==> src/rtl/sd_bus_sched.sv <==
// -----------------------------------------------------------------------------
// sd_bus_sched
//
// Purpose: arbitrates the single SPI link to an SD card between three engines
// (init, read, write). After reset the init engine owns the bus until it
// reports done. Read and write requests are then granted one at a time, with
// round-robin arbitration when both are pending. Each transaction is guarded
// by an owner timeout and followed by a fixed idle gap.
//
// Ports:
//   SD_CK                 clock, all state updates on the rising edge
//   rst_n                 asynchronous active-low reset
//   init_done             init engine finished (level)
//   init_mosi/init_csn    init engine SPI drive
//   rd_req                read request (level, held until serviced)
//   rd_done               read engine finished (1-cycle pulse)
//   rd_mosi/rd_csn        read engine SPI drive
//   wr_req                write request (level)
//   wr_done               write engine finished (pulse)
//   wr_mosi/wr_csn        write engine SPI drive
//   init_en               enables the init engine
//   rd_go/wr_go           1-cycle start pulse, high in the cycle of the grant
//   SD_MOSI/SD_CSn        muxed card SPI lines
//   busy                  low only while idle
//   tmo_err               sticky owner-timeout flag, cleared by the next grant
// -----------------------------------------------------------------------------
module sd_bus_sched #(
    parameter int TIMEOUT_CYC = 1024,
    parameter int GAP_CYC     = 8
) (
    input  logic SD_CK,
    input  logic rst_n,
    input  logic init_done,
    input  logic init_mosi,
    input  logic init_csn,
    input  logic rd_req,
    input  logic rd_done,
    input  logic rd_mosi,
    input  logic rd_csn,
    input  logic wr_req,
    input  logic wr_done,
    input  logic wr_mosi,
    input  logic wr_csn,
    output logic init_en,
    output logic rd_go,
    output logic wr_go,
    output logic SD_MOSI,
    output logic SD_CSn,
    output logic busy,
    output logic tmo_err
);

    typedef enum logic [2:0] {
        S_INIT = 3'd0,
        S_IDLE = 3'd1,
        S_RD   = 3'd2,
        S_WR   = 3'd3,
        S_GAP  = 3'd4
    } state_t;

    // Terminal counts. GAP_CYC of 0 still yields a single gap cycle.
    localparam logic [15:0] TMO_LAST = 16'(TIMEOUT_CYC - 1);
    localparam logic [15:0] GAP_LAST = 16'((GAP_CYC == 0) ? 0 : GAP_CYC - 1);

    state_t      state_q, state_d;
    logic [15:0] cnt_q, cnt_d;       // owner cycles in RD/WR, gap cycles in GAP
    logic        last_wr_q, last_wr_d;
    logic        tmo_q, tmo_d;

    always_ff @(posedge SD_CK or negedge rst_n) begin
        if (!rst_n) begin
            state_q   <= S_INIT;
            cnt_q     <= '0;
            last_wr_q <= 1'b1;
            tmo_q     <= 1'b0;
        end else begin
            state_q   <= state_d;
            cnt_q     <= cnt_d;
            last_wr_q <= last_wr_d;
            tmo_q     <= tmo_d;
        end
    end

    always_comb begin
        state_d   = state_q;
        cnt_d     = cnt_q;
        last_wr_d = last_wr_q;
        tmo_d     = tmo_q;
        init_en   = 1'b0;
        rd_go     = 1'b0;
        wr_go     = 1'b0;
        SD_MOSI   = 1'b1;
        SD_CSn    = 1'b1;
        busy      = 1'b1;

        case (state_q)
            S_INIT: begin
                init_en = 1'b1;
                SD_MOSI = init_mosi;
                SD_CSn  = init_csn;
                if (init_done) begin
                    state_d = S_GAP;
                    cnt_d   = '0;
                end
            end

            S_IDLE: begin
                busy = 1'b0;
                // Read wins when alone, or when both pend and write went last.
                if (rd_req && (!wr_req || last_wr_q)) begin
                    rd_go     = 1'b1;
                    state_d   = S_RD;
                    cnt_d     = '0;
                    last_wr_d = 1'b0;
                    tmo_d     = 1'b0;
                end else if (wr_req) begin
                    wr_go     = 1'b1;
                    state_d   = S_WR;
                    cnt_d     = '0;
                    last_wr_d = 1'b1;
                    tmo_d     = 1'b0;
                end
            end

            S_RD: begin
                SD_MOSI = rd_mosi;
                SD_CSn  = rd_csn;
                // A done coinciding with the last allowed cycle is a clean finish.
                if (rd_done) begin
                    state_d = S_GAP;
                    cnt_d   = '0;
                end else if (cnt_q == TMO_LAST) begin
                    state_d = S_GAP;
                    cnt_d   = '0;
                    tmo_d   = 1'b1;
                end else begin
                    cnt_d = cnt_q + 16'd1;
                end
            end

            S_WR: begin
                SD_MOSI = wr_mosi;
                SD_CSn  = wr_csn;
                if (wr_done) begin
                    state_d = S_GAP;
                    cnt_d   = '0;
                end else if (cnt_q == TMO_LAST) begin
                    state_d = S_GAP;
                    cnt_d   = '0;
                    tmo_d   = 1'b1;
                end else begin
                    cnt_d = cnt_q + 16'd1;
                end
            end

            S_GAP: begin
                if (cnt_q == GAP_LAST) begin
                    state_d = S_IDLE;
                    cnt_d   = '0;
                end else begin
                    cnt_d = cnt_q + 16'd1;
                end
            end

            default: begin
                state_d = S_INIT;
                cnt_d   = '0;
            end
        endcase
    end

    assign tmo_err = tmo_q;

endmodule

==> config.mk <==
export PLATFORM = sky130hd
export DESIGN_NAME = sd_bus_sched
export DESIGN_NICKNAME = d
export VERILOG_FILES = /design/src/rtl/sd_bus_sched.sv
export SDC_FILE = /design/constraint.sdc
export NUM_CORES = 1
export LEC_CHECK = 0
export CORE_ASPECT_RATIO = 1.2
export CORE_MARGIN = 1.5
export CORE_UTILIZATION = 45
export CTS_CLUSTER_DIAMETER = 80
export DETAILED_ROUTE_END_ITERATION = 6
export GPL_ROUTABILITY_DRIVEN = 0
export GPL_TIMING_DRIVEN = 0
export PLACE_DENSITY = 0.68
export SYNTH_ARGS = -nofsm -noshare
export SYNTH_HDL_FRONTEND = slang
export SYNTH_SLANG_ARGS = --single-unit
==> constraint.sdc <==
create_clock -name SD_CK -period 2 [get_ports SD_CK]
set_input_delay 0.4 -clock SD_CK [delete_from_list [all_inputs] [get_ports SD_CK]]
set_output_delay 0.4 -clock SD_CK [all_outputs]
set_load 0.01 [all_outputs]
==> impl_metrics.json <==
{
  "die_h_um": 63.50,
  "antenna_found_initial": 0,
  "overflow": 0,
  "core_um2": 2838,
  "drc": 0,
  "setup_viol": 0,
  "dp.final_hpwl_um": 2370,
  "synth_nets": 170,
  "slew_violations": 0,
  "min_period_over_period_pct": 96.92,
  "met3_usage_pct": 2.370,
  "max_cap_violations": 0,
  "drtPass1Iterations": 4,
  "cp_max_fo": 10,
  "grt_max_degree": 22,
  "fp.dieArea_um2": 3392,
  "syn_inst": 156,
  "ant_nets": 0,
  "nets": 198,
  "drt_iter0_markers": 31,
  "synth_seq_area_share_pct": 38.38,
  "cts_sinks": 21,
  "relSlewSlack_pct": 38.67,
  "met1_usage_pct": 26.57,
  "postSynthAreaPerCell_um2": 8.799,
  "pin_count": 20,
  "cts-htree-levels": 1,
  "fmax_mhz": 515.9,
  "clockRootBuffer": "clkbuf_4",
  "yosys_warnings": 0,
  "rows": 21,
  "port_buffers": 19,
  "synth_edf_count": 0,
  "dieWidth_um": 53.42,
  "synth_area_um2": 1373,
  "clk_pin_slew_worst_paths_ns": 0.11,
  "ys_types": 47,
  "hold_viol": 0,
  "fillers": 260,
  "status": "finished clean",
  "tritoncts": "done",
  "ir_drop_mv": 0.5596,
  "tightest_slew_ns": 0.9171,
  "yosysTopAreaCell": "dfrtp_1",
  "ys_ff_latch": 21,
  "min_period_ns": 1.938,
  "wl_um": 3296,
  "fin_skew_ns": 0.003356,
  "yosys-top-cells-area": "dfrtp_1 (36%), nor2_1 (4.4%), nand2_1 (4.1%)",
  "reg2reg_slack_ns": 0.11,
  "power_density_nw_per_um2": 1026,
  "p_leak_nw": 0.7206,
  "arrival_ns": 2.15,
  "fin_cells": 217,
  "worst_setup_path_end_kind": "flip-flop",
  "grt-busiest-layer": "met2",
  "critPathLaunchType": "primary input",
  "area_delta_synth_final_pct": 21.79,
  "gr-usage-met2_pct": 37.96,
  "grt_pass1_vias": 1250,
  "clk_latency_ns": 0.31,
  "regArea_um2": 528.0,
  "post_drt_via_cell_ratio": 5.935,
  "rsz0062_at_grt": "true",
  "num_vias": 1288,
  "async_flop_share_pct": 100.0,
  "start_util_pct": 48.37,
  "synth_top_area_share_pct": 36.46,
  "hold_buffers": 0,
  "required_ns": 2.21,
  "synth_flop_cell": "dfrtp_1",
  "finalSetupTns_ns": 0,
  "dp.cells": 209,
  "num_antenna_cells": 0,
  "clockBufferDepth": 2,
  "drive_above_1_share_pct": 19.13,
  "avgRoutedWirePerCell_um": 15.19,
  "multiInputGateArea_um2": 780.7,
  "cts_buffers": 3,
  "critical_path_class": "in -> reg",
  "grt_pass1_wl_um": 5430,
  "track_usage_pct": 21.56,
  "hp-class": "reg -> reg"
}
[path summary, 6_finish.rpt]
| kind | startpoint | end | cells after the start |
|---|---|---|---|
| min in group asynchronous | rst_n | cnt_q[10] | 1 |
| min | cnt_q[0] | cnt_q[0] | 1 |
| max reg2reg | cnt_q[0] | cnt_q[4] | 6 |
| min reg2reg | cnt_q[0] | cnt_q[0] | 1 |
| max in group asynchronous | rst_n | state_q[1] | 1 |
| max | wr_req | cnt_q[7] | 7 |
[cell type report]
type | instances | area share (%)
buffer | 6 | 3.219
clock buffer | 4 | 1.572
inverter | 8 | 1.796
multi-input combinational | 120 | 46.71
sequential | 21 | 31.59
tap | 34 | 2.545
timing repair buffer | 24 | 12.57
[worst max-delay path: stages]
cell and delay (ns):
clkdlybuf4s50_1 0.45, or2_2 0.35, a211oi_2 0.29, and2_1 0.16, clkbuf_4 0.20, o21ai_0 0.11, a22o_1 0.19
[registers in the layout (all words and copies together), names as in the netlist]
signal / flops
cnt_q: 16
state_q: 3
last_wr_q: 1
tmo_err: 1
[Yosys cell counts (2+ instances only)]
cell and instances:
nand4_1 3, inv_1 8, nor3_1 2, nand2_1 15
a221o_1 2, mux2_2 2, buf_2 2, and2_1 4
a31oi_1 8, nor2_1 16, o21ai_0 10, a21oi_1 8
a31o_2 2, nand3_1 6, nor2b_1 3, and4_1 4
o22ai_1 2, buf_4 3, and3_1 5, dfrtp_1 20
nand2b_1 2, a22o_1 4
[power by group]
group	leakage, nW	switching (mW)	internal, mW
Clock	0.0150	0.130	0.0780
Sequential	0.282	0.0801	0.496
Combinational	0.423	0.502	0.430
Total	0.721	0.712	1.00
[kinds of logic after synthesis]
kind of cell,count (synthesis),share of synthesized area (%)
DFF,21,38.38
and+or+nand+nor,69,28.44
buffers and inverters,15,5.651
adders and majority gates,1,0.9114
AOI/OAI and AO/OA,46,23.61
xor gates and xnor gates,1,0.6382
muxes,3,2.370
[cells in the final DEF (no fill, tap or decap), types with 2 or more instances in the layout]
cell type,netlist,layout
a21oi_1,8,8
a221o_1,2,2
a22o_1,4,4
a31o_2,2,2
a31oi_1,8,8
and2_1,4,4
and3_1,5,5
and4_1,4,3
buf_2,2,3
buf_4,3,6
buf_6,1,3
clkbuf_4,0,4
clkdlybuf4s50_1,0,13
dfrtp_1,20,19
dlygate4sd2_1,0,2
inv_1,8,8
mux2_2,2,2
nand2_1,15,15
nand2b_1,2,2
nand3_1,6,6
nand4_1,3,3
nor2_1,16,14
nor2_2,0,2
nor2b_1,3,3
nor3_1,2,2
o21ai_0,10,9
[metrics by stage]
stage / util (%) / power, mW / hold WS (ns) / area [µm²] / worst slack (ns)
after global routing: 58.91 / 1.856 / 0.5681 / 1672 / -0.03976
after floorplan: - / 1.177 / 0.1044 / 1373 / 0.2182
after CTS: 58.47 / 1.700 / 0.5288 / 1659 / -0.07919
final: 58.91 / 1.716 / 0.5243 / 1672 / 0.06160
after detailed placement: 56.57 / 1.474 / 0.5146 / 1605 / -0.3193
after global placement: 56.57 / 1.445 / 0.4975 / 1605 / -0.3121
[routing by layer]
layer | vias to the layer above | share of wire, %
met2 | 37 | 50
met1 | 613 | 44
met3 | 5 | 4.6
met5 | - | 0
met4 | 0 | 1.4
li1 | 633 | -
[repair_timing]
action | in CTS | in global routing
pin swaps | 1 | 0
buffers inserted | 4 | 1
gates resized for setup | 12 | 13
endpoints found under the setup margin | 6 | 11
(Power assumes the default switching activity.)
